$ cat config.mk
export PLATFORM = sky130hd
export DESIGN_NAME = vec_mem_reader
export DESIGN_NICKNAME = d
export VERILOG_FILES = /design/src/rtl/vec_mem_reader.sv
export SDC_FILE = /design/constraint.sdc
export NUM_CORES = 1
export LEC_CHECK = 0
export BUFFER_PORTS_ARGS = -buffer_cell sky130_fd_sc_hd__buf_2
export CORE_ASPECT_RATIO = 1.75
export CORE_MARGIN = 10
export CORE_UTILIZATION = 57
export DETAILED_ROUTE_END_ITERATION = 12
export PLACE_DENSITY = 0.9
export SLEW_MARGIN = 20
export SYNTH_ARGS = -nofsm -noshare
export SYNTH_HDL_FRONTEND = slang
export SYNTH_SLANG_ARGS = --single-unit
$ cat constraint.sdc
create_clock -name i_clk -period 2.7 [get_ports i_clk]
set_input_delay 0.135 -clock i_clk [delete_from_list [all_inputs] [get_ports i_clk]]
set_output_delay 0.135 -clock i_clk [all_outputs]
set_load 0.1 [all_outputs]
$ cat src/rtl/vec_mem_reader.sv
// Memory-to-register deserializer: issues 1 (scalar) or I (vector) reads from a
// one-cycle-latency memory and assembles the returned items into an output register.
module vec_mem_reader #(
    parameter int I = 20,
    parameter int L = 8,
    parameter int A = 6
) (
    input  logic                i_clk,
    input  logic                i_rst_n,
    input  logic                i_start,
    input  logic                i_op_type,
    input  logic [A-1:0]        i_base_address,
    input  logic [L-1:0]        i_read_data,
    output logic                o_read_en,
    output logic [A-1:0]        o_read_address,
    output logic [L-1:0]        o_scalar_data,
    output logic [I-1:0][L-1:0] o_vector_data,
    output logic                o_busy,
    output logic                o_finished
);

    localparam int CW = $clog2(I + 1);

    typedef enum logic [1:0] {IDLE, ISSUE, DRAIN, DONE} state_t;

    state_t              r_state;
    state_t              w_state_next;
    logic                r_op_type;
    logic [CW-1:0]       r_count;
    logic [CW-1:0]       r_issue_idx;
    logic [CW-1:0]       r_cap_idx;
    logic                r_capture;
    logic [A-1:0]        r_read_address;
    logic [I-1:0][L-1:0] r_assembly;
    logic [I-1:0][L-1:0] w_assembly_next;
    logic [L-1:0]        r_scalar_data;
    logic [I-1:0][L-1:0] r_vector_data;
    logic                w_last_issue;

    assign w_last_issue = (r_issue_idx == r_count - CW'(1));

    always_ff @(posedge i_clk or negedge i_rst_n) begin
        if (!i_rst_n) begin
            r_state <= IDLE;
        end else begin
            r_state <= w_state_next;
        end
    end

    always_comb begin
        w_state_next = r_state;
        case (r_state)
            IDLE:    if (i_start) w_state_next = ISSUE;
            ISSUE:   if (w_last_issue) w_state_next = DRAIN;
            DRAIN:   w_state_next = DONE;
            DONE:    w_state_next = IDLE;
            default: w_state_next = IDLE;
        endcase
    end

    // Read data lands one cycle after its ISSUE cycle; the slot write is formed
    // combinationally so DRAIN can publish the final item in the same edge.
    generate
        for (genvar gi = 0; gi < I; gi++) begin : g_slot
            assign w_assembly_next[gi] = (r_capture && (r_cap_idx == CW'(gi)))
                                         ? i_read_data : r_assembly[gi];
        end
    endgenerate

    always_ff @(posedge i_clk or negedge i_rst_n) begin
        if (!i_rst_n) begin
            r_op_type      <= 1'b0;
            r_count        <= '0;
            r_issue_idx    <= '0;
            r_cap_idx      <= '0;
            r_capture      <= 1'b0;
            r_read_address <= '0;
            r_assembly     <= '0;
            r_scalar_data  <= '0;
            r_vector_data  <= '0;
        end else begin
            r_capture  <= (r_state == ISSUE);
            r_assembly <= w_assembly_next;
            if (r_capture) begin
                r_cap_idx <= r_cap_idx + CW'(1);
            end
            case (r_state)
                IDLE: begin
                    if (i_start) begin
                        r_op_type      <= i_op_type;
                        r_count        <= i_op_type ? CW'(I) : CW'(1);
                        r_issue_idx    <= '0;
                        r_cap_idx      <= '0;
                        r_read_address <= i_base_address;
                    end
                end
                ISSUE: begin
                    // The address naturally wraps modulo 2^A; it holds on the last issue.
                    if (!w_last_issue) begin
                        r_issue_idx    <= r_issue_idx + CW'(1);
                        r_read_address <= r_read_address + A'(1);
                    end
                end
                DRAIN: begin
                    if (r_op_type) begin
                        r_vector_data <= w_assembly_next;
                    end else begin
                        r_scalar_data <= w_assembly_next[0];
                    end
                end
                DONE: begin
                    r_read_address <= '0;
                end
                default: begin
                    r_read_address <= '0;
                end
            endcase
        end
    end

    assign o_read_en      = (r_state == ISSUE);
    assign o_read_address = r_read_address;
    assign o_scalar_data  = r_scalar_data;
    assign o_vector_data  = r_vector_data;
    assign o_busy         = (r_state != IDLE);
    assign o_finished     = (r_state == DONE);

endmodule

======== Word level (Yosys, flattened, before mapping) ========
Cells that the tools add are included.
storage, ports and cells
  output and inout bits ................... 177
  input port bits ......................... 18
  flip-flop bits (word level) ............. 353
operators by class
  add/subtract/negate cells ............... 4
  bitwise gates (word level) .............. 1
  multiplexer cells ....................... 33
  equality and inequality tests ........... 26
  reductions and logical operators ........ 31
operator list
  cell                 count
  $mux 8               20
  $eq 5x4->1 const B   8
  $mux 5               6
  $eq 5x3->1 const B   4
  $eq 5x5->1 const B   4
  $logic_and 1x1->1    20
  $pmux 6 s3           1
  $mux 6               2
  $add 5x1->5 const B  2
  $eq 5x2->1 const B   2
  $pmux 5 s2           1
  $pmux 2 s4           1
  $reduce_and 2->1     4
  $add 6x1->6 const B  1
  $reduce_and 3->1     2
  $eq 5x1->1 const B   1
  $eq 5x5->1           1
  $logic_not 5->1      1
  $sub 5x1->5 const B  1
  $eq 2x2->1 const B   2
  $mux 2               2
  $ne 2x2->1 const B   2
  $reduce_bool 2->1    2
  $reduce_bool 3->1    1
  4 further kinds      4

======== Logic depth before layout (Yosys ltp) ========
Gate-level depths: netlist of run 1.
  word-level depth ........................ 4
  gate-level depth with buffers ........... 8
  depth with buffers taken out ............ 6

======== Worst setup path before layout of run 1 ========
No wires, ideal clock.
  path type ............................... register -> register
  start ................................... register r_state[1]
  end ..................................... register r_issue_idx[4]
  stages on the path, launching flop included .. 6
  arrival ................................. 2.295 ns
  path buffers ............................ 0
  path slack .............................. 0.336 ns
  library setup time ...................... 0.069 ns
  required time ........................... 2.631 ns
  period minus slack after synthesis ...... 2.364 ns
  path through ............................ dfrtp_1 inv_1 ha_1 nand2b_1 or4b_2 nand3_1
between the ends
  cells in the longest elaborated chain, start to end .. 3
ends and longest elaborated chain
  element                                                           RTL line  RTL
  start: declaration                                                26        state_t r_state;
  start signal: assignment                                          46        r_state <= w_state_next;
  $eq 2x1->1 (*)                                                    -
  via o_read_en                                                     14        output logic o_read_en,
  $ne 2x2->1 (no source line) or $reduce_bool 2->1 (tied branches)  -
  $reduce_and 3->1 (no source line)                                 -
  end signal: assignment                                            100       r_issue_idx <= r_issue_idx + CW'(1);
  end: declaration                                                  30        logic [CW-1:0] r_issue_idx;
The timed path passes the listed nets; every way through them passes the cells marked *.
A chain may end at the register's enable or synchronous reset.

==> metrics, run 1 <==
status completed; main combinational cell family by area after synthesis multiplexers; xor/xnor share of the synthesized area 0.003827; Tcrit/Tclk final 0.8470; CP Cell Sequence inv_1, ha_1, nand3b_1, or3_1, mux2_2, mux2_2; H-tree Lvls 1; Post-synth EDFFs 0; GRT Total Usage 0.2093; clock sink count ~350; Via density 5.595; CP max-delay cell or3_1; initial antenna violation count 0; commonest cells after routing, fill and taps aside 349 x dfrtp_1, 305 x mux2_2, 193 x buf_2, 29 x clkbuf_16, 26 x nor2_1; commonest non-fill, non-tap cell in the layout dfrtp_1; Netlist Area Pre-Place 13,730 um^2; Die Span Y 225.3 um; slew at the pin closest to its max-slew limit 0.7765 ns; drt first pass iters 4; Crit Path Class register to register; DR vias 8,107; Tmin final 2.287 ns; Layout area overhead 18.90%; Die Wd 137.3 um; Most common cell on crit path mux2_2; Starting DRT DRC Count 363; clock-pin slew on the worst setup and hold paths 0.07 ns; Compound-Gate Fraction of Synth Area 0.02451; global route total overflow 0; final wirelength approximately 32 mm; final net count between 1,000 and 1,500; mux share of post-synthesis cell area 0.2596; Yosys cell types 41; Rel. slew slack 0.4823; Clk Tree Root Cell clkbuf_16; post-synthesis sequential area ratio 0.6360; clock skew 0.01791 ns; count of input and output buffers 194; Max Buffers Root-to-Sink 3; endpoints failing hold 0; Mapped Nets roughly 950; Mapped Cells ~920; I/O pin count 195; # resized after CTS 0; worst path bufs/invs 1; RSZ-0062 raised after global routing no; clk_lat worst skew 0.56 ns; Core Box Area 23,840 um^2; DR WL/cell 22.35 um; Critical Path Max Stage Delay roughly 0.55 ns; gpl congestion ~0.82; critical path required time approximately 3.1 ns; CTS Buf Count 29; first-pass GRT wire length 50.49 mm; share of post-route cells with drive strength above 1 0.5171; Adder-Cell Fraction of Synth Area 0.01185; Post-CTS Setup Bufs 0; largest net degree at the start of global routing 91; Yosys warning total 0; Async S/R FF share, synth 1.000; final setup vio count 0; Post-Synthesis Mean Instance Area 14.99 um^2; Max-Cap Viols 0; Hold-fix buffers, CTS 9; critical path depth 6; Critical Path Start Type register; DRC viols 0; max-slew violation total from the final report 0; Reg2Reg Depth 6; Worst Hold Class input pin to register; Synth Register Bits 349; dpl hpwl between 20 and 25 mm; vias in the first global route 8,917; Final TNS setup 0 ns; Die Area 30,940 um^2; Worst setup EP type register; Rows 75; simple-gate area share of the yosys netlist 0.04374; Starting Density 0.5761; Primary FF master, synth dfrtp_1; CP max FO 8; ANT nets after route 0; CP top delay family simple AND/OR/NAND/NOR gates; Ant. Diodes 0; CTS tree yes; Min-Delay Path Depth 4; worst path arrival time 2.72 ns; FMAX 0.4373 GHz
-- final timing paths --
path | end | slack, ns | startpoint
worst max-delay path | o_vector_data[21]$_DFFE_PN0P_ | 0.41 | r_cap_idx[0]$_DFF_PN0_
worst min-delay path | r_issue_idx[3]$_DFFE_PN0P_ | 0.07 | i_start
worst max register to register | o_vector_data[21]$_DFFE_PN0P_ | 0.41 | r_cap_idx[0]$_DFF_PN0_
worst min register to register | o_scalar_data[2]$_DFFE_PN0P_ | 0.49 | o_scalar_data[2]$_DFFE_PN0P_
max in group asynchronous | o_vector_data[153]$_DFFE_PN0P_ | 1.65 | i_rst_n
min in group asynchronous | o_vector_data[14]$_DFFE_PN0P_ | 0.14 | i_rst_n
-- sequential cells by signal, indices dropped and copies added (netlist names) --
signal and count:
r_state 2, r_count 2, o_scalar_data 8, o_read_address 6
r_issue_idx 5, o_vector_data 160, r_cap_idx 5, r_assembly 160
r_capture 1
-- synth_stat cells (5+ instances only) --
| library cell | number | share of area |
|---|---|---|
| mux2i_1 | 13 | 0.0095 |
| clkbuf_1 | 41 | 0.011 |
| nand2_1 | 22 | 0.0060 |
| o21ai_0 | 15 | 0.0055 |
| buf_2 | 9 | 0.0033 |
| nor2_2 | 7 | 0.0032 |
| o21a_1 | 6 | 0.0033 |
| nand3_1 | 7 | 0.0026 |
| a31oi_1 | 6 | 0.0027 |
| a21oi_1 | 13 | 0.0047 |
| mux2_2 | 305 | 0.25 |
| dfrtp_1 | 349 | 0.64 |
| nor2_1 | 26 | 0.0071 |
| nand2b_1 | 5 | 0.0023 |
| nand4_1 | 5 | 0.0023 |
| inv_1 | 17 | 0.0046 |
| ha_1 | 13 | 0.012 |
-- per-layer routing --
metal | part of all wire | vias to the layer above | GRT usage
met2 | 0.55 | 223 | 0.3831
met3 | 0.046 | 45 | 0.03036
met4 | 0.026 | 0 | 0.07065
met1 | 0.37 | 4231 | 0.2406
li1 | - | 3608 | -
met5 | 0 | - | 0
-- final cells by class --
cell class,count,area (um^2)
Clock buffer,36,812.0
Timing Repair Buffer,226,1356
Tap cell,308,385.4
Sequential cell,349,8733
Multi-Input combinational cell,496,4720
Inverter,17,63.81
Clock inverter,17,256.5
Fill cell,1619,7508
-- cells by family after synthesis --
kind of cell,after synthesis
adders and majority gates,13
and+or+nand+nor,105
xor gates and xnor gates,6
buffers and inverters,71
DFF,349
muxes,318
AOI/OAI and AO/OA,54
-- per-stage QoR --
step	cell area, um^2	worst slack [ns]	hold slack [ns]	std cells	utilization
after global routing	16330	0.3215	0.07028	1449	0.6850
after floorplan	13730	0.3360	-0.1606	916	-
after global placement	15170	0.5015	0.1892	1387	0.6364
after detailed placement	15170	0.4488	0.1896	1387	0.6364
after CTS	16330	0.4166	0.03500	1449	0.6850
final	16330	0.4132	0.07024	1449	0.6850
-- tightest hold or removal path: stages --
cell and delay [ns]:
buf_2 0.17, a31oi_1 0.11, o21ai_0 0.11, nor3_1 0.06
Power of run 1 is not shown: default switching activity piles up to over one toggle a cycle in this logic, so the estimate is an artifact.
==> run 2: changes to the inputs <==
Settings changed: CORE_UTILIZATION 57 to 51, PLACE_DENSITY 0.9 to 0.86.
Clock period 2.7 ns to 2 ns, I/O delays scaled along.
==> metrics, run 2 (synthesis results as in run 1) <==
CP top delay family simple AND/OR/NAND/NOR gates (unchanged); DR vias 8,367 (was 8,107); count of input and output buffers 194 (unchanged); DR WL/cell 23.01 um (was 22.35 um); Layout area overhead 27.97% (was 18.90%); drt first pass iters 5 (was 4); ANT nets after route 0 (unchanged); Critical Path Start Type register (unchanged); worst path arrival time 2.48 ns (was 2.72 ns); Starting Density 0.5164 (was 0.5761); slew at the pin closest to its max-slew limit 0.7338 ns (was 0.7765 ns); CTS Buf Count 31 (was 29); Crit Path Class register to register (unchanged); Via density 5.530 (was 5.595); Tcrit/Tclk final 1.018 (was 0.8470); RSZ-0062 raised after global routing yes (was no); DRC viols 0 (unchanged); final net count 1,196 (was 1,150); CP max-delay cell dfrtp_2 (was or3_1); Max Buffers Root-to-Sink 3 (unchanged); largest net degree at the start of global routing 71 (was 91); CP Cell Sequence inv_4, ha_4, nand3b_1, or3_4, mux2_2, mux2_2 (was inv_1, ha_1, nand3b_1, or3_1, mux2_2, mux2_2); clock skew 0.01103 ns (was 0.01791 ns); share of post-route cells with drive strength above 1 0.5551 (was 0.5171); clock sink count 349 (unchanged); Core Box Area 26,590 um^2 (was 23,840 um^2); post-route non-filler standard cell count 1,513 (was 1,449); CTS tree yes (unchanged); Worst Hold Class input pin to async pin (was input pin to register); critical path required time 2.45 ns (was 3.14 ns); Rows 79 (was 75); Critical Path Max Stage Delay 0.46 ns (was 0.55 ns); commonest cells after routing, fill and taps aside 347 x dfrtp_1, 191 x buf_2, 174 x mux2_2, 131 x mux2_4, 37 x buf_4 (was 349 x dfrtp_1, 305 x mux2_2, 193 x buf_2, 29 x clkbuf_16, 26 x nor2_1); Worst setup EP type register (unchanged); Die Area 34,150 um^2 (was 30,940 um^2); status finished with violations (was completed); gpl congestion 0.8383 (was 0.8206); Most common cell on crit path mux2_2 (unchanged); CP max FO 8 (unchanged); final worst setup slack -0.03637 ns (was 0.4132 ns); H-tree Lvls 1 (unchanged); Max-Cap Viols 0 (unchanged); Die Wd 144.0 um (was 137.3 um); Clk Tree Root Cell clkbuf_16 (unchanged); GRT Total Usage 0.1911 (was 0.2093); Ant. Diodes 0 (unchanged); dpl hpwl 22.23 mm (was 21.59 mm); Tmin final 2.036 ns (was 2.287 ns); initial antenna violation count 0 (unchanged); failing checks setup timing; worst slack, placed -0.1177 ns (was 0.4488 ns); worst path bufs/invs 1 (unchanged); clk_lat worst skew 0.57 ns (was 0.56 ns); FMAX 0.4911 GHz (was 0.4373 GHz); endpoints failing hold 0 (unchanged); I/O pin count 195 (unchanged); first-pass GRT wire length 50.91 mm (was 50.49 mm); Die Span Y 237.1 um (was 225.3 um); Rel. slew slack 0.5108 (was 0.4823); vias in the first global route 8,933 (was 8,917); max-slew violation total from the final report 0 (unchanged); clock-pin slew on the worst setup and hold paths 0.07 ns (about the same); commonest non-fill, non-tap cell in the layout dfrtp_1 (unchanged); final setup vio count 13 (was 0); Final TNS setup -0.1830 ns (was 0 ns); Starting DRT DRC Count 297 (was 363); # fillers 1,806 (was 1,619); Placed Cells 1,437 (was 1,387); final wirelength 34.81 mm (was 32.38 mm); global route total overflow 0 (unchanged)
[run 2: changes by cell type in the layout (fill, tap and decap cells not counted), sizes merged]
| cell | before | now |
|---|---|---|
| clkinv | 6 | 5 |
| dlygate4sd3 | 9 | 10 |
| clkinvlp | 4 | 2 |
| clkbuf | 36 | 48 |
| bufinv | 6 | 2 |
| buf | 217 | 259 |
[run 2: metrics by stage]
| stage | utilization | instance area [um^2] | hold WS, ns |
|---|---|---|---|
| 2_1_floorplan | - | 13740 | -0.1956 |
| 3_3_place_gp | 0.5866 | 15600 | 0.07015 |
| 3_5_place_dp | 0.5866 | 15600 | 0.06865 |
| 4_1_cts | 0.6339 | 16850 | 0.06991 |
| 5_1_grt | 0.6609 | 17570 | 0.07315 |
| 6_report | 0.6609 | 17570 | 0.04592 |
[run 2: final cells by class]
cell class | instances | area, um^2 | area share
Clock inverter | 10 | 108.9 | 0.006194
Timing Repair Buffer | 270 | 1886 | 0.1073
Clock buffer | 47 | 925.9 | 0.05269
Inverter | 17 | 68.82 | 0.003916
Sequential cell | 349 | 8736 | 0.4971
Multi-Input combinational cell | 496 | 5443 | 0.3097
Tap cell | 324 | 405.4 | 0.02307
[run 2: path summary, 6_finish.rpt]
path	startpoint	endpoint	slack (ns)	cells after the start
max	r_cap_idx[0]$_DFF_PN0_	o_vector_data[21]$_DFFE_PN0P_	-0.04	6
min	i_rst_n	r_assembly[35]$_DFF_PN0_	0.05	2
max reg2reg	r_cap_idx[0]$_DFF_PN0_	o_vector_data[21]$_DFFE_PN0P_	-0.04	6
min reg2reg	o_scalar_data[5]$_DFFE_PN0P_	o_scalar_data[5]$_DFFE_PN0P_	0.48	2
max in group asynchronous	i_rst_n	r_cap_idx[1]$_DFF_PN0_	1.14	3
min in group i_clk	i_read_data[7]	r_assembly[7]$_DFF_PN0_	0.13	3
[run 2: per-layer routing]
metal  vias to the layer above  routed length [um]  track usage
met5                         -                   0            0
met4                         0                1054      0.06897
met3                        58                1681      0.03287
met2                       226               18770       0.3536
met1                      4385               13300       0.2105
li1                       3698                   -            -
[run 2: timing repair]
item / in CTS / in global routing
gates resized for setup: 28 / 171
hold buffers: 10 / 0
pin swaps: 1 / 7
endpoints found under the setup margin: 150 / 152
endpoints found under the hold margin: 358 / 0
buffers inserted: 2 / 8
Power of run 2 is left out for the same reason.
==> run 3: changes to the inputs <==
Settings changed: SKIP_CTS_REPAIR_TIMING set to 1.
==> metrics, run 3 (synthesis results as in run 1) <==
status finished with violations (unchanged); failing checks setup timing (unchanged); Via density 5.444 (was 5.530); Core Box Area 26,590 um^2 (unchanged); CTS tree yes (unchanged); Die Area 34,150 um^2 (unchanged); clock-pin slew on the worst setup and hold paths 0.07 ns (about the same); Die Span Y 237.1 um (unchanged); vias in the first global route 8,835 (was 8,933); commonest non-fill, non-tap cell in the layout dfrtp_1 (unchanged); Ant. Diodes 0 (unchanged); CP max FO 8 (unchanged); fin util 0.6400 (was 0.6609); Rel. slew slack 0.5345 (was 0.5108); endpoints failing hold 0 (unchanged); I/O pin count 195 (unchanged); FMAX 0.4898 GHz (was 0.4911 GHz); clock skew 0.008512 ns (was 0.01103 ns); final setup vio count 40 (was 13); Rows 79 (unchanged); global route total overflow 0 (unchanged); Max Buffers Root-to-Sink 3 (unchanged); largest net degree at the start of global routing 71 (unchanged); Die Wd 144.0 um (unchanged); clock sink count 349 (unchanged); dpl hpwl 22.23 mm (unchanged); # fillers 1,875 (was 1,806); slew at the pin closest to its max-slew limit 0.6982 ns (was 0.7338 ns); GRT Total Usage 0.1887 (was 0.1911); Tcrit/Tclk final 1.021 (was 1.018); share of post-route cells with drive strength above 1 0.5491 (was 0.5551); DRC viols 0 (unchanged); commonest cells after routing, fill and taps aside 348 x dfrtp_1, 275 x mux2_2, 191 x buf_2, 31 x clkbuf_16 (was 347 x dfrtp_1, 191 x buf_2, 174 x mux2_2, 131 x mux2_4, 37 x buf_4); first-pass GRT wire length 50.28 mm (was 50.91 mm); max-slew violation total from the final report 0 (unchanged); DR WL/cell 22.06 um (was 23.01 um); Layout area overhead 23.93% (was 27.97%); H-tree Lvls 1 (unchanged); CTS Buf Count 31 (unchanged); gpl congestion 0.8383 (unchanged); Crit Path Class register to register (unchanged); DR vias 8,198 (was 8,367); initial antenna violation count 0 (unchanged); Worst setup EP type register (unchanged); final wirelength 33.22 mm (was 34.81 mm); Worst Hold Class input pin to async pin (unchanged); ANT nets after route 0 (unchanged); Max-Cap Viols 0 (unchanged); Starting DRT DRC Count 295 (was 297); drt first pass iters 4 (was 5); Critical Path Start Type register (unchanged); Starting Density 0.5164 (unchanged); Clk Tree Root Cell clkbuf_16 (unchanged); Tmin final 2.042 ns (was 2.036 ns); final net count 1,189 (was 1,196); worst path arrival time 2.49 ns (was 2.48 ns); critical path required time 2.45 ns (about the same); RSZ-0062 raised after global routing yes (unchanged); final worst setup slack -0.04183 ns (was -0.03637 ns); clk_lat worst skew 0.57 ns (about the same); count of input and output buffers 194 (unchanged)
## run 3: cell types whose count changed in the layout (fill, tap and decap cells not counted), sizes merged
| cell | previous run | this run |
|---|---|---|
| buf | 259 | 252 |
## run 3: worst paths after layout
path	depth (start not counted)	slack, ns	startpoint	endpoint
worst min-delay path	2	0.04	i_rst_n	o_vector_data[34]$_DFFE_PN0P_
max in group asynchronous	3	1.14	i_rst_n	r_cap_idx[1]$_DFF_PN0_
worst min register to register	2	0.48	o_scalar_data[5]$_DFFE_PN0P_	o_scalar_data[5]$_DFFE_PN0P_
worst max-delay path	6	-0.04	r_cap_idx[0]$_DFF_PN0_	o_vector_data[21]$_DFFE_PN0P_
worst max register to register	6	-0.04	r_cap_idx[0]$_DFF_PN0_	o_vector_data[21]$_DFFE_PN0P_
min in group i_clk	2	0.16	i_read_data[7]	r_assembly[87]$_DFF_PN0_
## run 3: cell type report
class	count	area, um^2	share of cell area
flip-flops and latches	349	8735	0.5133
multi-input cells	496	4954	0.2911
repair buffers	263	1826	0.1073
clock buffers	47	925.9	0.05441
well taps	324	405.4	0.02382
clock inverters	10	108.9	0.006397
inverters	17	63.81	0.003750
## run 3: per-stage QoR
stage               std cells  hold WS [ns]  setup slack (ns)  TNS [ns]  area [um^2]
CTS                      1494       -0.5299           -0.1421    -7.167        16630
global route             1506       0.07337          -0.09558    -5.210        17020
global placement         1437       0.07015          -0.01064  -0.08496        15600
finish                   1506       0.04127          -0.04183   -0.5776        17020
floorplan                 916       -0.1956          -0.01585    -1.268        13740
detailed placement       1437       0.06865           -0.1177    -3.583        15600
## run 3: critical path, cell delays in order, from the launching register on
cell and delay, ns:
dfrtp_1 0.43, inv_2 0.09, ha_2 0.18, nand3b_1 0.17, or3_4 0.46, mux2_2 0.32
mux2_2 0.28
## run 3: routing by layer
metal  track usage  up-vias  part of all wire
met3       0.03287       61             0.052
met2        0.3460      211              0.55
met4       0.07052        0             0.029
met5             0        -                 0
li1              -     3692                 -
met1        0.2096     4234              0.37
Power of run 3 is left out for the same reason.
